===== src/rtl/mips_pkg.sv =====
// Shared MIPS pipeline definitions: control bundle layout, ALUOp encodings, register specifiers.
package mips_pkg;

    localparam int unsigned CTRL_W = 9;
    localparam int unsigned REG_W  = 5;

    // Bit positions inside the control bundle, MSB first.
    localparam int unsigned CTRL_REGDST   = 8;
    localparam int unsigned CTRL_ALUSRC   = 7;
    localparam int unsigned CTRL_MEMTOREG = 6;
    localparam int unsigned CTRL_REGWRITE = 5;
    localparam int unsigned CTRL_MEMREAD  = 4;
    localparam int unsigned CTRL_MEMWRITE = 3;
    localparam int unsigned CTRL_BRANCH   = 2;
    localparam int unsigned CTRL_ALUOP_HI = 1;
    localparam int unsigned CTRL_ALUOP_LO = 0;

    typedef enum logic [1:0] {
        ALUOP_ADD   = 2'b00,
        ALUOP_SUB   = 2'b01,
        ALUOP_FUNCT = 2'b10
    } aluop_e;

    typedef struct packed {
        logic [REG_W-1:0] rs;
        logic [REG_W-1:0] rt;
        logic [REG_W-1:0] rd;
    } regspec_t;

endpackage


===== src/rtl/id_ex_slot.sv =====
// One ID/EX buffer entry: payload register with load enable and async active-low clear.
module id_ex_slot #(
    parameter int unsigned W = 8
) (
    input  logic         clk,
    input  logic         rst_n,
    input  logic         ld_i,
    input  logic [W-1:0] d_i,
    output logic [W-1:0] q_o
);

    logic [W-1:0] data_q;

    always_ff @(posedge clk or negedge rst_n) begin
        if (!rst_n) begin
            data_q <= '0;
        end else if (ld_i) begin
            data_q <= d_i;
        end
    end

    assign q_o = data_q;

endmodule


===== src/rtl/id_ex_reg.sv =====
// ID/EX pipeline register as a two-entry elastic buffer (output slot + skid slot).
// in_ready comes straight from the skid valid flop, so upstream never sees out_ready combinationally.
module id_ex_reg
    import mips_pkg::*;
#(
    parameter int unsigned DATA_W = 32,
    parameter int unsigned CTRL_W = mips_pkg::CTRL_W
) (
    input  logic              clk,
    input  logic              rst_n,
    input  logic              flush,
    input  logic              in_valid,
    output logic              in_ready,
    input  logic [CTRL_W-1:0] in_ctrl,
    input  logic [DATA_W-1:0] in_rd1,
    input  logic [DATA_W-1:0] in_rd2,
    input  logic [DATA_W-1:0] in_imm,
    input  logic [DATA_W-1:0] in_pc4,
    input  logic [REG_W-1:0]  in_rs,
    input  logic [REG_W-1:0]  in_rt,
    input  logic [REG_W-1:0]  in_rd,
    output logic              out_valid,
    input  logic              out_ready,
    output logic [CTRL_W-1:0] out_ctrl,
    output logic [DATA_W-1:0] out_rd1,
    output logic [DATA_W-1:0] out_rd2,
    output logic [DATA_W-1:0] out_imm,
    output logic [DATA_W-1:0] out_pc4,
    output logic [REG_W-1:0]  out_rs,
    output logic [REG_W-1:0]  out_rt,
    output logic [REG_W-1:0]  out_rd
);

    localparam int unsigned PAY_W = CTRL_W + 4 * DATA_W + 3 * REG_W;

    logic out_valid_q,  out_valid_d;
    logic skid_valid_q, skid_valid_d;
    logic out_free_c, accept_c, out_ld_c, skid_ld_c;

    logic [PAY_W-1:0] in_pay_c, out_src_c, out_pay_c, skid_pay_c;
    logic [CTRL_W-1:0] out_ctrl_raw_c;
    regspec_t          in_spec_c, out_spec_c;

    assign in_spec_c = '{rs: in_rs, rt: in_rt, rd: in_rd};
    assign in_pay_c  = {in_ctrl, in_rd1, in_rd2, in_imm, in_pc4, in_spec_c};

    // Slot steering and occupancy; flush overrides every other event.
    always_comb begin
        out_free_c   = !out_valid_q || out_ready;
        accept_c     = in_valid && !skid_valid_q;
        out_ld_c     = 1'b0;
        skid_ld_c    = 1'b0;
        out_valid_d  = out_valid_q;
        skid_valid_d = skid_valid_q;
        if (flush) begin
            out_valid_d  = 1'b0;
            skid_valid_d = 1'b0;
        end else if (out_free_c) begin
            out_ld_c     = skid_valid_q || accept_c;
            out_valid_d  = skid_valid_q || accept_c;
            skid_valid_d = 1'b0;
        end else begin
            skid_ld_c    = accept_c;
            skid_valid_d = skid_valid_q || accept_c;
        end
    end

    always_ff @(posedge clk or negedge rst_n) begin
        if (!rst_n) begin
            out_valid_q  <= 1'b0;
            skid_valid_q <= 1'b0;
        end else begin
            out_valid_q  <= out_valid_d;
            skid_valid_q <= skid_valid_d;
        end
    end

    // The skid entry is older than anything arriving, so it refills the output slot first.
    assign out_src_c = skid_valid_q ? skid_pay_c : in_pay_c;

    id_ex_slot #(.W(PAY_W)) u_out_slot (
        .clk   (clk),
        .rst_n (rst_n),
        .ld_i  (out_ld_c),
        .d_i   (out_src_c),
        .q_o   (out_pay_c)
    );

    id_ex_slot #(.W(PAY_W)) u_skid_slot (
        .clk   (clk),
        .rst_n (rst_n),
        .ld_i  (skid_ld_c),
        .d_i   (in_pay_c),
        .q_o   (skid_pay_c)
    );

    assign {out_ctrl_raw_c, out_rd1, out_rd2, out_imm, out_pc4, out_spec_c} = out_pay_c;

    // A bubble must carry no control side effects downstream.
    assign out_ctrl  = out_valid_q ? out_ctrl_raw_c : '0;
    assign out_rs    = out_spec_c.rs;
    assign out_rt    = out_spec_c.rt;
    assign out_rd    = out_spec_c.rd;
    assign out_valid = out_valid_q;
    assign in_ready  = !skid_valid_q;

endmodule


===== config.mk =====
export PLATFORM = sky130hd
export DESIGN_NAME = id_ex_reg
export DESIGN_NICKNAME = d
export VERILOG_FILES = /design/src/rtl/mips_pkg.sv /design/src/rtl/id_ex_slot.sv /design/src/rtl/id_ex_reg.sv
export SDC_FILE = /design/constraint.sdc
export NUM_CORES = 1
export LEC_CHECK = 0
export CAP_MARGIN = 10
export CORE_MARGIN = 8
export CORE_UTILIZATION = 55
export CTS_CLUSTER_SIZE = 30
export DETAILED_ROUTE_END_ITERATION = 12
export PLACE_DENSITY = 0.95
export SETUP_SLACK_MARGIN = 0.05
export SYNTH_ARGS = -nofsm -noshare
export SYNTH_HDL_FRONTEND = slang
export SYNTH_HIERARCHICAL = 1
export SYNTH_SLANG_ARGS = --single-unit

===== constraint.sdc =====
create_clock -name clk -period 3.6 [get_ports clk]
set_input_delay 0.54 -clock clk [delete_from_list [all_inputs] [get_ports clk]]
set_output_delay 0.54 -clock clk [all_outputs]
set_load 0.05 [all_outputs]

* Word level (Yosys, flattened, before mapping)
Cells that the tools add are included.
** Word-level totals
- Logic and storage cells :: 20
- Bits of input ports :: 157
- Output and inout port bits :: 154
- Bits in registers :: 306
** Operators by class
- Reduce and logical (&&, ||, !) cells :: 6
- Mux-type cells :: 10
** Operator list (number)
- two-way mux 152 bit :: 1
- two-way mux 9 bit :: 1
- two-way mux 1 bit :: 8
- zero test 1 bit :: 2
- logical OR 1 bit :: 2
- nonzero test 2 bit :: 1
- logical AND 1 bit :: 1

* Longest topological paths before layout
Gate-level depths: netlist of the first run.
- Depth after elaboration :: 5
- Mapped depth :: 8
- Depth with buffers taken out :: 3

* Hierarchy
Netlist of the first run, hierarchy kept.
** By module, submodules not included
- id_ex_slot :: area an instance 5963.2 µm², times used 2, cells an instance 321
- id_ex_reg :: area an instance 2090.8 µm², times used 1, cells an instance 189

* Worst setup path after synthesis of the first run
No wires, ideal clock.
- Kind :: register to register
- From :: register out_valid_q, in the netlist out_valid
- To :: register u_out_slot.data_q[100], in the netlist u_out_slot/q_o[100]
- Data required time :: 3475 ps
- Path slack :: 1614 ps
- Clock period less this slack :: 1986 ps
- Setup time :: 125 ps
- Stages on the path, launching flop included :: 8
- Data arrival time :: 1861 ps
- Cell sequence :: dfrtp_1 -> clkbuf_1 -> nor2b_1 -> nor3_1 -> buf_6 -> buf_6 -> buf_6 -> mux2_4
** On the way
- Cells in the longest elaborated chain, start to end :: 4
** RTL lines
- start, declared :: RTL line id_ex_reg.sv:36 : logic out_valid_q, out_valid_d;
- start signal, assigned :: RTL line id_ex_reg.sv:73 : out_valid_q <= out_valid_d;
- zero test 1 bit :: RTL line id_ex_reg.sv:49 : out_free_c = !out_valid_q || out_ready;
- logical OR 1 bit :: RTL line id_ex_reg.sv:49
- two-way mux 1 bit :: RTL line id_ex_reg.sv:58 : end else if (out_free_c) begin
- two-way mux 1 bit :: RTL line id_ex_reg.sv:55 : if (flush) begin
- via out_ld_c :: RTL line id_ex_reg.sv:38 : logic out_free_c, accept_c, out_ld_c, skid_ld_c;
- end signal, assigned :: RTL line id_ex_slot.sv:18 : data_q <= d_i;
- end, declared :: RTL line id_ex_slot.sv:12 : logic [W-1:0] data_q;
The timed path passes the listed nets, and every way through them passes these cells.
A chain may end at the register's enable or synchronous reset.

* Final worst setup path of the first run
- From :: register skid_valid_q
- To :: output in_ready
** On the way
- Cells in the longest elaborated chain, start to end :: 1
** RTL lines
- start, declared :: RTL line id_ex_reg.sv:37 : logic skid_valid_q, skid_valid_d;
- start signal, assigned :: RTL line id_ex_reg.sv:74 : skid_valid_q <= skid_valid_d;
- zero test 1 bit :: RTL line id_ex_reg.sv:105 : assign in_ready = !skid_valid_q;
- end, declared :: RTL line id_ex_reg.sv:13 : output logic in_ready,
No other way between the ends.

==> summary.md, run 1 <==
| Metric | Value |
|---|---|
| Hold_ws | `78.90 ps` |
| Vias in the first global route | `9,357` |
| GP Congestion | `0.7422` |
| Post-synth EDFFs | `0` |
| CTS resizes | `0` |
| Max incr delay on CP | `810 ps` |
| Ratio of cells with drive above 1 in the final layout | `45.42%` |
| Worst setup EP type | `output pin` |
| Final setup violation count | `0` |
| Post-CTS Hold Buffers | `0` |
| Pwr/cell area | `623.8 mW/mm^2` |
| Global-route wire length before repair | `53,990 um` |
| Post-synth ARST share | `100.0%` |
| Clock buffer count from CTS | `34` |
| Design Power | `11.43 mW` |
| Most frequent cells after synthesis | `306 x dfrtp_1, 296 x mux2_2, 160 x mux2_4` |
| Main area contributors after synthesis | `dfrtp_1 55%, mux2_2 24%, mux2_4 17%` |
| Fmax | `368.7 MHz` |
| Post-synth top area share | `54.63%` |
| CTS Sinks | `306` |
| Worst-Margin Slew | `765.4 ps` |
| Largest net degree at the start of global routing | `94` |
| Total Routed Length | `34,520 um` |
| CP required | `3060 ps` |
| H-tree depth | `2` |
| Fin nets | `1,295` |
| Max FO, Critical Path | `43` |
| Status | `completed` |
| Max transition margin | `48.97%` |
| Util after Layout | `72.94%` |
| CTS clock-pin slew for the worst setup and hold paths | `60 ps` |
| Overall Global Routing Usage | `22.00%` |
| Die height | `175.6 um` |
| 1st-iter DRT viols | `446` |
| Drt drc | `0` |
| Rows | `58` |
| Synth area leader | `dfrtp_1` |
| Initial antenna violation count | `6` |
| Setup TNS | `0 ps` |
| Syn_nets | `988` |
| Post-synthesis cell count | `831` |
| CP max stage cell | `clkdlybuf4s50_1` |
| CP Launch Type | `flop` |
| Sequential element share of the synthesized area | `54.63%` |
| Max-cap violations | `0` |
| DRT Pass-1 Iters | `4` |
| VDD IR-drop max | `0.6419 mV` |
| Clock insertion delay at the later pin of the skew report | `500 ps` |
| Netlist cell types | `15` |
| CP bufs+invs | `2` |
| Dpl hpwl | `22,280 um` |
| Synthesized flop and latch total | `306` |
| Final Worst Setup Slack | `887.5 ps` |
| Grt ovf | `0` |
| Max Buffers Root-to-Sink | `3` |
| Most frequent cell after synthesis | `dfrtp_1` |
| Yosys warns | `6` |
| Fin. Hold Viols | `0` |
| Hold WC Path Type | `in2async` |
| Clock Skews | `23.19 ps` |
| RSZ-0062 raised after global routing | `no` |
| Die X | `175.6 um` |
| Top FF cell, synth | `dfrtp_1` |
| DR vias/cell | `5.400` |
| Cell family with most CP delay | `buffers and inverters` |
| Antenna viol nets, final | `0` |
| Min Tclk post-route | `2712 ps` |
| Leak | `7.798 nW` |
| CP cell instances | `inv_1, clkdlybuf4s50_1` |
| CTS tree | `done` |
| Full die area | `0.03085 sq mm` |
| Num ports | `311` |
| Input/output buffers | `310` |
| Starting density of the core | `55.83%` |
| Postcts setup bufs | `0` |
| Critical Path AT | `2170 ps` |
| Final max-slew violation count | `0` |
| Core area | `0.02511 sq mm` |
| Pre-CTS setup slack | `867.3 ps` |
| P&R area growth vs syn | `30.66%` |
| Vias | `8,062` |
| Synth Area per Inst | `16.87 sq um` |
| Critical path class | `reg2out` |
| Fin crit share | `75.35%` |
| Wire per inst | `23.12 um` |
| Mapped Area | `0.01402 sq mm` |
| Root Buffer | `clkbuf_16` |
==> per-layer routing <==
metal	GRT usage [%]	share of wire, %
met5	0.8319	0.038
met4	7.347	2.6
met3	6.828	7.1
met2	37.23	50
met1	26.24	41
==> kinds of logic after synthesis <==
| logic type | count (synthesis) | share of synthesized area (%) |
|---|---|---|
| AOI/OAI and AO/OA | 1 | 0.03567 |
| and+or+nand+nor | 15 | 0.6962 |
| buffers and inverters | 53 | 3.722 |
| muxes | 456 | 40.92 |
| DFF | 306 | 54.63 |
==> path summary, 6_finish.rpt <==
path,start,endpoint,slack (ps),depth (start not counted)
hold / removal,rst_n,u_out_slot/q_o[134],80,1
min in group clk,u_skid_slot/q_o[30],u_skid_slot/q_o[30],500,1
hold reg to reg,u_skid_slot/q_o[30],u_skid_slot/q_o[30],500,1
setup reg to reg,skid_valid_q,u_out_slot/q_o[62],1100,4
setup / recovery,skid_valid_q,in_ready,890,2
max in group asynchronous,rst_n,u_skid_slot/q_o[98],2590,2
==> per-stage QoR <==
stage	instance area, sq um	cells
5_1_grt	18320	1493
2_1_floorplan	14020	831
4_1_cts	18300	1488
6_report	18320	1493
3_5_place_dp	17210	1432
3_3_place_gp	17210	1432
==> layout make-up <==
cell class	instances	area, sq um
Inverter	1	3.754
Multi-Input combinational cell	472	5852
Sequential cell	306	7661
Clock inverter	11	108.9
Clock buffer	45	983.4
Tap cell	330	412.9
Fill cell	1497	6794
Timing Repair Buffer	323	3281
Antenna cell	5	12.51
==> cells in the final DEF (no fill, tap or decap), types with 6 or more instances in the layout <==
master	n
and2_1	9
buf_12	6
buf_4	7
clkbuf_16	35
clkbuf_8	7
clkdlybuf4s50_1	309
clkinv_2	8
dfrtp_1	305
mux2_2	296
mux2_4	160
==> flip-flops by register name (all words and copies together) (netlist names) <==
name             flops
out_valid            1
skid_valid_q         1
u_out_slot/q_o     152
u_skid_slot/q_o    152
==> worst reg2reg max path, stage by stage, from the launching register on <==
cell     delay (ps)
dfrtp_4         840
nor2_1          200
nor3_2          370
buf_12          490
mux2_2          480
==> power breakdown <==
part / leakage, nW / internal, mW / switching (mW) / total [mW]
sequential: 3.67 / 4.21 / 0.468 / 4.68
clock: 0.549 / 2.05 / 1.34 / 3.39
combinational: 3.57 / 1.59 / 1.77 / 3.36
No activity file was read; power rests on OpenSTA's default activity.
==> run 2: changes to the inputs <==
Settings changed: CORE_UTILIZATION 55 to 51, PLACE_DENSITY 0.95 to 0.91.
Clock period 3.6 ns to 2.8 ns, I/O delays scaled along.
==> summary.md, run 2 (same netlist as run 1, synthesis figures left out) <==
| Metric | Value |
|---|---|
| Die height | `181.8 um (was 175.6 um)` |
| Clock Skews | `13.03 ps (was 23.19 ps)` |
| Grt met2 use | `34.73% (was 37.23%)` |
| Met1 GRT Util | `24.42% (was 26.24%)` |
| CTS resizes | `0 (unchanged)` |
| VDD IR-drop max | `0.5494 mV (was 0.6419 mV)` |
| Drt drc | `0 (unchanged)` |
| Ratio of cells with drive above 1 in the final layout | `46.00% (was 45.42%)` |
| Num ports | `311 (unchanged)` |
| Total Routed Length | `34,410 um (was 34,520 um)` |
| Met3 Resource Use GR | `6.208% (was 6.828%)` |
| P&R area growth vs syn | `32.14% (was 30.66%)` |
| DRT Pass-1 Iters | `4 (unchanged)` |
| Dpl hpwl | `23,310 um (was 22,280 um)` |
| Critical path class | `reg2out (unchanged)` |
| Grt ovf | `0 (unchanged)` |
| CP cell instances | `and2_1, clkdlybuf4s50_1 (was inv_1, clkdlybuf4s50_1)` |
| Final setup violation count | `0 (unchanged)` |
| Clock insertion delay at the later pin of the skew report | `500 ps (about the same)` |
| Input/output buffers | `310 (unchanged)` |
| Clock buffer count from CTS | `34 (unchanged)` |
| Core area | `0.02695 sq mm (was 0.02511 sq mm)` |
| Worst-Margin Slew | `801.0 ps (was 765.4 ps)` |
| H-tree depth | `2 (unchanged)` |
| Vias | `8,077 (was 8,062)` |
| Max Buffers Root-to-Sink | `3 (unchanged)` |
| Global-route wire length before repair | `54,150 um (was 53,990 um)` |
| Largest net degree at the start of global routing | `85 (was 94)` |
| Fin. Hold Viols | `0 (unchanged)` |
| Max FO, Critical Path | `12 (was 43)` |
| Commonest non-fill, non-tap cell in the layout | `clkdlybuf4s50_1 (unchanged)` |
| GP Congestion | `0.7660 (was 0.7422)` |
| Initial antenna violation count | `3 (was 6)` |
| Final max-slew violation count | `0 (unchanged)` |
| CP required | `2380 ps (was 3060 ps)` |
| CP max stage cell | `clkdlybuf4s50_1 (unchanged)` |
| Pwr/cell area | `797.3 mW/mm^2 (was 623.8 mW/mm^2)` |
| Full die area | `0.03305 sq mm (was 0.03085 sq mm)` |
| RSZ-0062 raised after global routing | `no (unchanged)` |
| Max-cap violations | `0 (unchanged)` |
| Antenna viol nets, final | `0 (unchanged)` |
| Max transition margin | `46.60% (was 48.97%)` |
| Starting density of the core | `52.01% (was 55.83%)` |
| Hold WC Path Type | `in2async (unchanged)` |
| CTS Sinks | `306 (unchanged)` |
| Postcts setup bufs | `0 (unchanged)` |
| 1st-iter DRT viols | `440 (was 446)` |
| Fmax | `379.3 MHz` |
| Status | `completed (unchanged)` |
| DR vias/cell | `5.314 (was 5.400)` |
| Vias in the first global route | `9,424 (was 9,357)` |
| Min Tclk post-route | `2636 ps` |
| Post-CTS Hold Buffers | `1 (was 0)` |
| Placed cell area | `0.01738 sq mm (was 0.01721 sq mm)` |
| Fin nets | `1,307 (was 1,295)` |
| CP Launch Type | `flop (unchanged)` |
| Gr busiest metal | `met2 (unchanged)` |
| Max incr delay on CP | `840 ps (was 810 ps)` |
| Leak | `7.890 nW (was 7.798 nW)` |
| CTS clock-pin slew for the worst setup and hold paths | `60 ps (about the same)` |
| Rows | `60 (was 58)` |
| Critical Path AT | `2220 ps (was 2170 ps)` |
| Die X | `181.8 um (was 175.6 um)` |
| Post-route design area | `0.01852 sq mm (was 0.01832 sq mm)` |
| Setup TNS | `0 ps (unchanged)` |
| Fin crit share | `94.15%` |
| Wire per inst | `22.63 um (was 23.12 um)` |
| Worst setup EP type | `output pin (unchanged)` |
| Root Buffer | `clkbuf_16 (unchanged)` |
| CTS tree | `done (unchanged)` |
| Commonest non-fill, non-tap cells in the layout | `308 x clkdlybuf4s50_1, 305 x dfrtp_1, 296 x mux2_2, 160 x mux2_4, 35 x clkbuf_16 (was 309 x clkdlybuf4s50_1, 305 x dfrtp_1, 296 x mux2_2, 160 x mux2_4, 35 x clkbuf_16)` |
| Util after Layout | `68.73% (was 72.94%)` |
| Overall Global Routing Usage | `20.45% (was 22.00%)` |
## run 2: changes by cell type in the layout (fill, tap and decap cells not counted), sizes merged
cell and change:
clkbuf +3, buf +12, clkdlybuf4s50 -1, dlygate4sd3 +1, clkinvlp +1
## run 2: where the power goes
group,internal [mW],total [mW],leakage (nW),switching (mW)
registers,5.41,6.00,3.67,0.592
clock network,2.69,4.43,0.559,1.74
logic,2.06,4.34,3.66,2.28
total,10.2,14.8,7.89,4.62
## run 2: path summary, 6_finish.rpt
path,cells past startpoint,end,start,slack (ps)
hold reg to reg,1,u_out_slot/q_o[151],u_out_slot/q_o[151],500
hold / removal,2,u_out_slot/q_o[106],rst_n,470
min in group clk,1,u_out_slot/q_o[151],u_out_slot/q_o[151],500
setup reg to reg,5,u_skid_slot/q_o[68],out_valid,520
setup / recovery,2,out_ctrl[4],out_valid,160
max in group asynchronous,3,u_out_slot/q_o[135],rst_n,1420
## run 2: cell type report
| type | instances | area, sq um |
|---|---|---|
| Antenna cell | 5 | 12.51 |
| Clock buffer | 48 | 1005 |
| Clock inverter | 12 | 116.4 |
| Fill cell | 1736 | 8428 |
| Inverter | 1 | 3.754 |
| Multi-Input combinational cell | 472 | 5852 |
| Sequential cell | 306 | 7661 |
| Tap cell | 341 | 426.7 |
| Timing Repair Buffer | 335 | 3446 |
## run 2: per-layer routing
layer  vias up  part of all wire (%)
met4         0                   2.7
met5         -                     0
met1      4138                    41
li1       3628                     -
met3        60                   7.1
met2       251                    50
## run 2: metrics by stage
stage                     hold WS [ps]  setup slack, ps  instances  power, mW
final                            473.0            163.8       1520      14.77
after global routing             514.3            86.01       1519      15.36
after CTS                        489.8            119.8       1515      14.92
after detailed placement         438.6            313.0       1454      10.38
after global placement           435.9            348.4       1454      10.22
after floorplan                  124.4            814.4        831      8.771
## run 2: worst max-delay path, delay by kind of cell (launching register included)
kind	cells	cell delay, ps
buf+inv	1	840
flops	1	630
simple gates	1	250
